$ cat src/rtl/components_pkg.sv
// components_pkg: shared debounce state encoding and time-to-cycles helper.
package components_pkg;

  typedef enum logic [1:0] {STABLE_LO, WAIT_HI, STABLE_HI, WAIT_LO} debounce_state_t;

  function automatic int ms_to_cycles(input int clk_hz, input int ms);
    return (clk_hz / 1000) * ms;
  endfunction

endpackage

$ cat src/rtl/synchronizer.sv
// synchronizer: multi-flop synchronizer bringing an async input into the clk domain.
module synchronizer #(
  parameter int   STAGES      = 2,
  parameter logic RESET_LEVEL = 1'b0
) (
  input  logic clk,
  input  logic rst,
  input  logic d,
  output logic q
);

  logic [STAGES-1:0] r_sync;

  always_ff @(posedge clk or negedge rst)
    if (!rst) r_sync <= {STAGES{RESET_LEVEL}};
    else      r_sync <= {r_sync[STAGES-2:0], d};

  assign q = r_sync[STAGES-1];

endmodule

$ cat src/rtl/input_debouncer.sv
// input_debouncer: synchronizes and debounces a raw input into a clean level with rise/fall strobes.
module input_debouncer
  import components_pkg::*;
#(
  parameter int   CLK_HZ        = 12_000_000,
  parameter int   DEBOUNCE_MS   = 10,
  parameter int   STABLE_CYCLES = ms_to_cycles(CLK_HZ, DEBOUNCE_MS),
  parameter int   SYNC_STAGES   = 2,
  parameter logic RESET_LEVEL   = 1'b0
) (
  input  logic clk,
  input  logic rst,
  input  logic din,
  output logic level,
  output logic rise,
  output logic fall,
  output logic busy
);

  localparam int                CW        = $clog2(STABLE_CYCLES + 1);
  localparam logic [CW-1:0]     ONE       = CW'(1);
  localparam logic [CW-1:0]     LAST      = CW'(STABLE_CYCLES - 1);
  localparam bit                DIRECT    = STABLE_CYCLES == 1;
  localparam debounce_state_t   RST_STATE = RESET_LEVEL ? STABLE_HI : STABLE_LO;

  logic            w_d_sync;
  debounce_state_t r_state;
  logic [CW-1:0]   r_count;
  logic            r_level, r_rise, r_fall, r_busy;

  synchronizer #(.STAGES(SYNC_STAGES), .RESET_LEVEL(RESET_LEVEL)) u_sync (
    .clk(clk),
    .rst(rst),
    .d  (din),
    .q  (w_d_sync)
  );

  // The sample that enters a WAIT state already counts as the first stable cycle,
  // so the exit fires when the count reaches STABLE_CYCLES-1 before this edge.
  always_ff @(posedge clk or negedge rst)
    if (!rst) begin
      r_state <= RST_STATE;
      r_count <= '0;
      r_level <= RESET_LEVEL;
      r_rise  <= 1'b0;
      r_fall  <= 1'b0;
      r_busy  <= 1'b0;
    end else begin
      r_rise <= 1'b0;
      r_fall <= 1'b0;
      case (r_state)
        STABLE_LO:
          if (w_d_sync) begin
            r_state <= DIRECT ? STABLE_HI : WAIT_HI;
            r_count <= DIRECT ? '0 : ONE;
            r_busy  <= !DIRECT;
            r_level <= DIRECT;
            r_rise  <= DIRECT;
          end
        WAIT_HI:
          if (!w_d_sync) begin
            r_state <= STABLE_LO;
            r_count <= '0;
            r_busy  <= 1'b0;
          end else if (r_count == LAST) begin
            r_state <= STABLE_HI;
            r_count <= '0;
            r_busy  <= 1'b0;
            r_level <= 1'b1;
            r_rise  <= 1'b1;
          end else
            r_count <= r_count + ONE;
        STABLE_HI:
          if (!w_d_sync) begin
            r_state <= DIRECT ? STABLE_LO : WAIT_LO;
            r_count <= DIRECT ? '0 : ONE;
            r_busy  <= !DIRECT;
            r_level <= !DIRECT;
            r_fall  <= DIRECT;
          end
        WAIT_LO:
          if (w_d_sync) begin
            r_state <= STABLE_HI;
            r_count <= '0;
            r_busy  <= 1'b0;
          end else if (r_count == LAST) begin
            r_state <= STABLE_LO;
            r_count <= '0;
            r_busy  <= 1'b0;
            r_level <= 1'b0;
            r_fall  <= 1'b1;
          end else
            r_count <= r_count + ONE;
        default: begin
          r_state <= r_level ? STABLE_HI : STABLE_LO;
          r_count <= '0;
          r_busy  <= 1'b0;
        end
      endcase
    end

  assign level = r_level;
  assign rise  = r_rise;
  assign fall  = r_fall;
  assign busy  = r_busy;

endmodule
$ cat config.mk
export PLATFORM = sky130hd
export DESIGN_NAME = input_debouncer
export DESIGN_NICKNAME = d
export VERILOG_FILES = /design/src/rtl/components_pkg.sv /design/src/rtl/synchronizer.sv /design/src/rtl/input_debouncer.sv
export SDC_FILE = /design/constraint.sdc
export NUM_CORES = 1
export LEC_CHECK = 0
export CORE_ASPECT_RATIO = 0.7
export CORE_MARGIN = 4
export CORE_UTILIZATION = 40
export DETAILED_ROUTE_END_ITERATION = 16
export PLACE_DENSITY = 0.66
export SYNTH_ARGS = -nofsm -noshare
export SYNTH_HDL_FRONTEND = slang
export SYNTH_SLANG_ARGS = --single-unit
$ cat constraint.sdc
create_clock -name clk -period 2.4 [get_ports clk]
set_clock_uncertainty 0.05 [all_clocks]
set_input_delay 0.48 -clock clk [delete_from_list [all_inputs] [get_ports clk]]
set_output_delay 0.48 -clock clk [all_outputs]
set_load 0.05 [all_outputs]
==> key figures, run 1 <==
Timing
  – RSZ-0062 raised after global routing: false
  – Max_slew headroom: 59.7%
  – Maximum clock frequency: 465 MHz
  – Final setup fails: 0
  – Max-slew violations: 0
  – Min Tclk post-route: 2.15 ns
  – Setup ws final: 0.250 ns
  – Final Hold Viols: 0
  – Worst-Margin Slew: 0.599 ns
  – Period utilization: 89.6%
  – Setup TNS: 0 ns

Logic synthesis
  – Post-synthesis average cell area: 9.77 um2
  – Mapped Nets: 159
  – Synth top area cells: dfrtp_1 (42%), o21ai_0 (4.4%), ha_1 (4.2%)
  – Yosys top cell area share: 42.4%
  – Area of the mapped netlist: 1480 um2
  – Yosys reg bits: 25
  – Cell variety after synth: 43
  – Yosys warning count: 0
  – Post-Synthesis Cells: 151
  – Seq/Total Area, Yosys: 42.4%
  – Cell taking the most area after synthesis: dfrtp_1

Routing
  – Residual DRC count: 0
  – First-iteration detailed-routing DRC count: 107
  – Via count: 1262
  – Routed wire per std cell: 16.2 um
  – Routed WL: 3390 um
  – First drt pass iteration count: 4
  – ANT nets after route: 0
  – Vias/cell: 6.04

Worst setup path
  – WS Path Type: flop to flop
  – Max incr delay on CP: 0.53 ns
  – CP Capture Type: flop
  – Reg-to-Reg End: r_count[3]
  – Crit path required time: 2.52 ns
  – Crit-path slowest cell: o41ai_4
  – Cells along the critical path: ha_1 -> nand4_2 -> o41ai_4 -> buf_4 -> nor4_1 -> a211o_1
  – Worst-path maximum fanout: 8
  – CP Launch Type: flop
  – Arrival time at the worst endpoint: 2.27 ns
  – Worst flop-to-flop path startpoint: r_count[0]
  – Reg2reg setup slack: 0.25 ns
  – Reg2Reg Depth: 6

Die
  – IO Pins: 7
  – Die Ht: 58.8 um
  – Die width: 80.6 um
  – Initial cell density of the core: 41.7%
  – Die ar.: 4740 um2
  – Rows: 18
  – Core ar.: 3540 um2

Hold path
  – Hold Path End: u_sync.r_sync[1]
  – Hold Path Class: flop to flop
  – Hold Crit Depth: 0
  – Min-delay src: u_sync.r_sync[0]

CTS
  – CTS max path bufs: 2
  – Root Buffer: clkbuf_8
  – Postcts setup bufs: 0
  – Worst-skew pair later-pin latency: 0.27 ns
  – CTS Buf Count: 3
  – CTS H-tree lvls: 1
  – CTS Hold Bufs: 0
  – Clock Sinks: 25
  – CTS tree: yes
  – Resize count post-CTS: 0
  – CTS clk-pin slew, worst paths: 0.10 ns

Global routing
  – Initial antenna violation count: 0
  – Gr usage total: 15.9%
  – Number of global-route vias before repair: 1190
  – Global-route wire length before repair: 5840 um
  – Largest net degree at the start of global routing: 26
  – Total gr overflow: 0

Layout
  – Most common library cell in the layout ignoring fill and taps: dfrtp_1
  – Final-layout fill cell count: 329
  – Antenna cells: 0
  – Layout cells sized above 1: 11.3%
  – Final nets: 168
  – Final Core Density: 46.2%
  – Most frequent cells in the layout: dfrtp_1 (25), nand2_1 (14), o21ai_0 (13), nor2_1 (8)
  – Synthesis-to-finish area growth: 10.8%

Power and ir drop
  – Power per cell area: 962 nW/um2
  – Leakage: 0.000726 uW
  – Peak VDD IR: 0.431 mV

Placed design
  – Port Buffers: 6
  – GPL Wtd Cong: 0.821
  – Detailed-placement wirelength estimate: 2350 um
  – Pre-CTS setup slack: 0.295 ns

Outcome
  – Status: finished, final reports clean

Flow run
  – Max-cap check violation count: 0
==> power breakdown <==
part | internal [uW] | switching (uW) | total (uW)
Sequential | 479 | 53.9 | 533
Combinational | 289 | 491 | 780
Clock | 118 | 141 | 259
Total | 885 | 686 | 1570
==> synth_stat cells <==
master / count
or4_1: 4
and3b_1: 1
a22o_1: 2
and2_1: 3
clkbuf_8: 1
a31oi_1: 1
nor4_1: 7
nand3b_1: 1
a22o_2: 1
a41oi_1: 2
a221oi_1: 1
clkbuf_2: 1
o2bb2ai_1: 2
nor3_2: 1
buf_2: 1
o21ai_0: 13
mux2_2: 4
buf_6: 1
o21bai_1: 1
nand4b_1: 1
o22ai_1: 2
nand4_2: 1
nand2_1: 14
dfrtp_1: 25
o311ai_0: 1
nor2_1: 8
or4_4: 1
mux2i_1: 3
nand4_1: 5
and3_1: 6
o211ai_1: 2
clkbuf_1: 2
nor3_1: 4
nand2b_1: 2
inv_1: 4
o21a_1: 1
a211o_1: 1
a21o_1: 1
nand3_1: 7
a21oi_1: 5
ha_1: 5
o41a_4: 1
o41ai_4: 1
==> per-stage QoR <==
stage,cells,hold slack (ns),power (uW),area (um2)
floorplan,151,0.134,1140,1480
global placement,205,0.283,1280,1590
detailed placement,205,0.289,1310,1590
CTS,209,0.312,1570,1630
global route,209,0.327,1700,1630
finish,209,0.309,1570,1630
==> layer usage <==
layer	routed length, um	track usage (%)	vias to the layer above
met4	30	3.86	0
met2	1580	24.5	33
met3	145	3.06	4
li1	-	-	595
met5	0	0	-
met1	1630	23.0	630
==> kinds of logic after synthesis <==
kind of cell,after synthesis,synth area share [%]
buffers and inverters,10,3.90
DFF,25,42.4
and+or+nand+nor,66,25.1
muxes,7,5.09
adders and majority gates,5,4.24
AOI/OAI and AO/OA,38,19.3
==> critical path: cells and delay by family (launching register included) <==
family	cells	cell delay [ns]
AO/OA/AOI/OAI	2	0.80
adder cells (fa/ha/maj)	1	0.26
buffers and inverters	1	0.24
flip-flops	1	0.43
AND/OR/NAND/NOR	2	0.25
==> state kept, by name, indices dropped and copies added (netlist names), named ones only <==
name           flops
level              1
r_state            1
busy               1
rise               1
r_count           17
u_sync.r_sync      2
fall               1
==> worst max path at each step <==
stage / startpoint / endpoint / slack (ns) / cells after the start
3_3_place_gp: r_count[8] / r_count[3] / 0.32 / 5
3_5_place_dp: r_count[0] / level / 0.29 / 6
2_1_floorplan: r_count[8] / r_count[7] / 0.46 / 4
5_1_grt: r_count[0] / level / 0.06 / 6
4_1_cts: r_count[8] / r_count[3] / 0.26 / 5
6_report: r_count[0] / r_count[3] / 0.25 / 6
==> final cells by class <==
class	count	area [um2]	share of cell area, %
multi-input cells	116	792	48.5
inverters	4	15.0	0.919
repair buffers	10	90.1	5.51
clock buffers	3	41.3	2.53
well taps	50	62.6	3.83
flip-flops and latches	25	626	38.3
clock inverters	1	7.51	0.459
Power figures use the tool's default switching activity.
==> run 2, diff against run 1 <==
--- a/config.mk
+++ b/config.mk
@@ -7,5 +7,4 @@
 export LEC_CHECK = 0
 export CORE_ASPECT_RATIO = 0.7
-export CORE_MARGIN = 4
 export CORE_UTILIZATION = 40
 export DETAILED_ROUTE_END_ITERATION = 16
--- a/constraint.sdc
+++ b/constraint.sdc
@@ -3,3 +3,3 @@
 set_input_delay 0.48 -clock clk [delete_from_list [all_inputs] [get_ports clk]]
 set_output_delay 0.48 -clock clk [all_outputs]
-set_load 0.05 [all_outputs]
+set_load 0.01 [all_outputs]
==> run 2 against run 1 <==
Routed wire length is 0.83% lower. Sequential power is essentially flat. Non-clock buffer count is 1 higher. Critical endpoint is now r_count[7].
==> key figures, run 2 (synthesis gave the netlist of run 1 again) <==
Placed design
  – Pre-CTS setup slack: 0.303 ns
  – Port Buffers: 6
  – GPL Wtd Cong: 0.903
  – Detailed-placement wirelength estimate: 2310 um
  – Placed Area: 1590 um2

Global routing
  – Global-route wire length before repair: 5770 um
  – Number of global-route vias before repair: 1228
  – Total gr overflow: 0
  – Gr usage total: 20.0%
  – Largest net degree at the start of global routing: 26
  – Initial antenna violation count: 0

Die
  – Initial cell density of the core: 42.0%
  – Die Ht: 52.8 um
  – IO Pins: 7
  – Rows: 18
  – Die width: 74.6 um
  – Die ar.: 3940 um2
  – Core ar.: 3510 um2

Routing
  – First drt pass iteration count: 4
  – Via count: 1259
  – First-iteration detailed-routing DRC count: 65
  – Vias/cell: 6.00
  – Routed wire per std cell: 16.0 um
  – Routed WL: 3360 um
  – ANT nets after route: 0
  – Residual DRC count: 0

Layout
  – Antenna cells: 0
  – Final instance area: 1640 um2
  – Biggest regs: r_count x17, u_sync.r_sync x2
  – Most common library cell in the layout ignoring fill and taps: dfrtp_1
  – Final Core Density: 46.6%
  – Biggest register: r_count
  – Synthesis-to-finish area growth: 11.0%
  – Final-layout fill cell count: 355
  – Most frequent cells in the layout: dfrtp_1 (25), nand2_1 (14), o21ai_0 (13), nor2_1 (8)
  – Largest register FFs: 17
  – Layout cells sized above 1: 11.3%
  – Final nets: 169

CTS
  – Clock Sinks: 25
  – CTS tree: yes
  – Worst-skew pair later-pin latency: 0.27 ns
  – CTS clk-pin slew, worst paths: 0.09 ns
  – CTS Hold Bufs: 0
  – CTS Buf Count: 3
  – CTS H-tree lvls: 1
  – Root Buffer: clkbuf_8
  – Resize count post-CTS: 0
  – Postcts setup bufs: 0
  – CTS max path bufs: 2

Worst setup path
  – Worst-path maximum fanout: 9
  – Arrival time at the worst endpoint: 2.26 ns
  – Buf+Inv Stages, Crit Path: 1
  – Crit-path slowest cell: or4_4
  – CP Launch Type: flop
  – Cells along the critical path: or4_4 -> o41ai_4 -> buf_4 -> o21ai_0 -> mux2_2
  – Reg-to-Reg End: r_count[7]
  – Levels on crit path: 5
  – Crit path from: r_count[8]
  – Crit path to: r_count[7]
  – Reg2reg setup slack: 0.25 ns
  – Crit path required time: 2.51 ns
  – WS Path Type: flop to flop
  – Max incr delay on CP: 0.60 ns
  – Worst flop-to-flop path startpoint: r_count[8]
  – CP Capture Type: flop
  – Crit-path leading delay family: simple AND/OR/NAND/NOR gates
  – Reg2Reg Depth: 5

Outcome
  – Status: finished, final reports clean

Power and ir drop
  – Leakage: 0.000733 uW
  – Power per cell area: 927 nW/um2
  – Peak VDD IR: 0.530 mV

Hold path
  – Hold Path Class: flop to flop

Timing
  – Max_slew headroom: 66.0%
  – Setup TNS: 0 ns
  – Setup ws final: 0.252 ns
  – Max-slew violations: 0
  – Min Tclk post-route: 2.15 ns
  – Worst-Margin Slew: 0.506 ns
  – Final Hold Viols: 0
  – Final setup fails: 0
  – Final hold slack: 0.304 ns
  – Maximum clock frequency: 465 MHz
  – RSZ-0062 raised after global routing: false
  – Period utilization: 89.5%

Flow run
  – Max-cap check violation count: 0
-- run 2: metrics by stage --
step                total power (uW)  std cells
finish                          1520        210
global route                    1640        210
CTS                             1520        210
detailed placement              1260        206
global placement                1240        206
floorplan                       1090        151
-- run 2: how the worst min path moves through the flow --
stage	cells after the start	startpoint	to	slack, ns
floorplan	0	rst	async pin	0.13
global placement	0	u_sync.r_sync[0]	u_sync.r_sync[1]	0.28
detailed placement	0	u_sync.r_sync[0]	u_sync.r_sync[1]	0.29
CTS	0	u_sync.r_sync[0]	u_sync.r_sync[1]	0.31
global route	0	u_sync.r_sync[0]	u_sync.r_sync[1]	0.33
finish	0	u_sync.r_sync[0]	u_sync.r_sync[1]	0.30
-- run 2: power breakdown --
| group | internal, uW | switching (uW) | leakage [uW] | total [uW] |
|---|---|---|---|---|
| logic | 290 | 438 | 0.000378 | 727 |
| registers | 479 | 54.1 | 0.000332 | 533 |
| clock network | 119 | 139 | 0.0000228 | 258 |
| total | 888 | 631 | 0.000733 | 1520 |
-- run 2: cell type report --
cell class              instances  area, um2  area share, %
inverters                       4       15.0          0.917
flip-flops and latches         25        626           38.2
repair buffers                 11       97.6           5.96
multi-input cells             116        792           48.4
well taps                      50       62.6           3.82
clock buffers                   4       45.0           2.75
-- run 2: layer usage --
layer / vias up / GRT usage (%) / routed length, um
li1: 597 / - / -
met1: 624 / 26.7 / 1630
met2: 33 / 32.3 / 1500
met3: 5 / 4.23 / 205
met4: 0 / 5.97 / 27
met5: - / 0 / 0
-- run 2: worst register-to-register path: cells and delay by family, from the launching register on --
kind                   cells  cell delay (ns)
AND/OR/NAND/NOR            1             0.60
multiplexers               1             0.27
AO/OA/AOI/OAI              2             0.42
buffers and inverters      1             0.23
flip-flops                 1             0.47
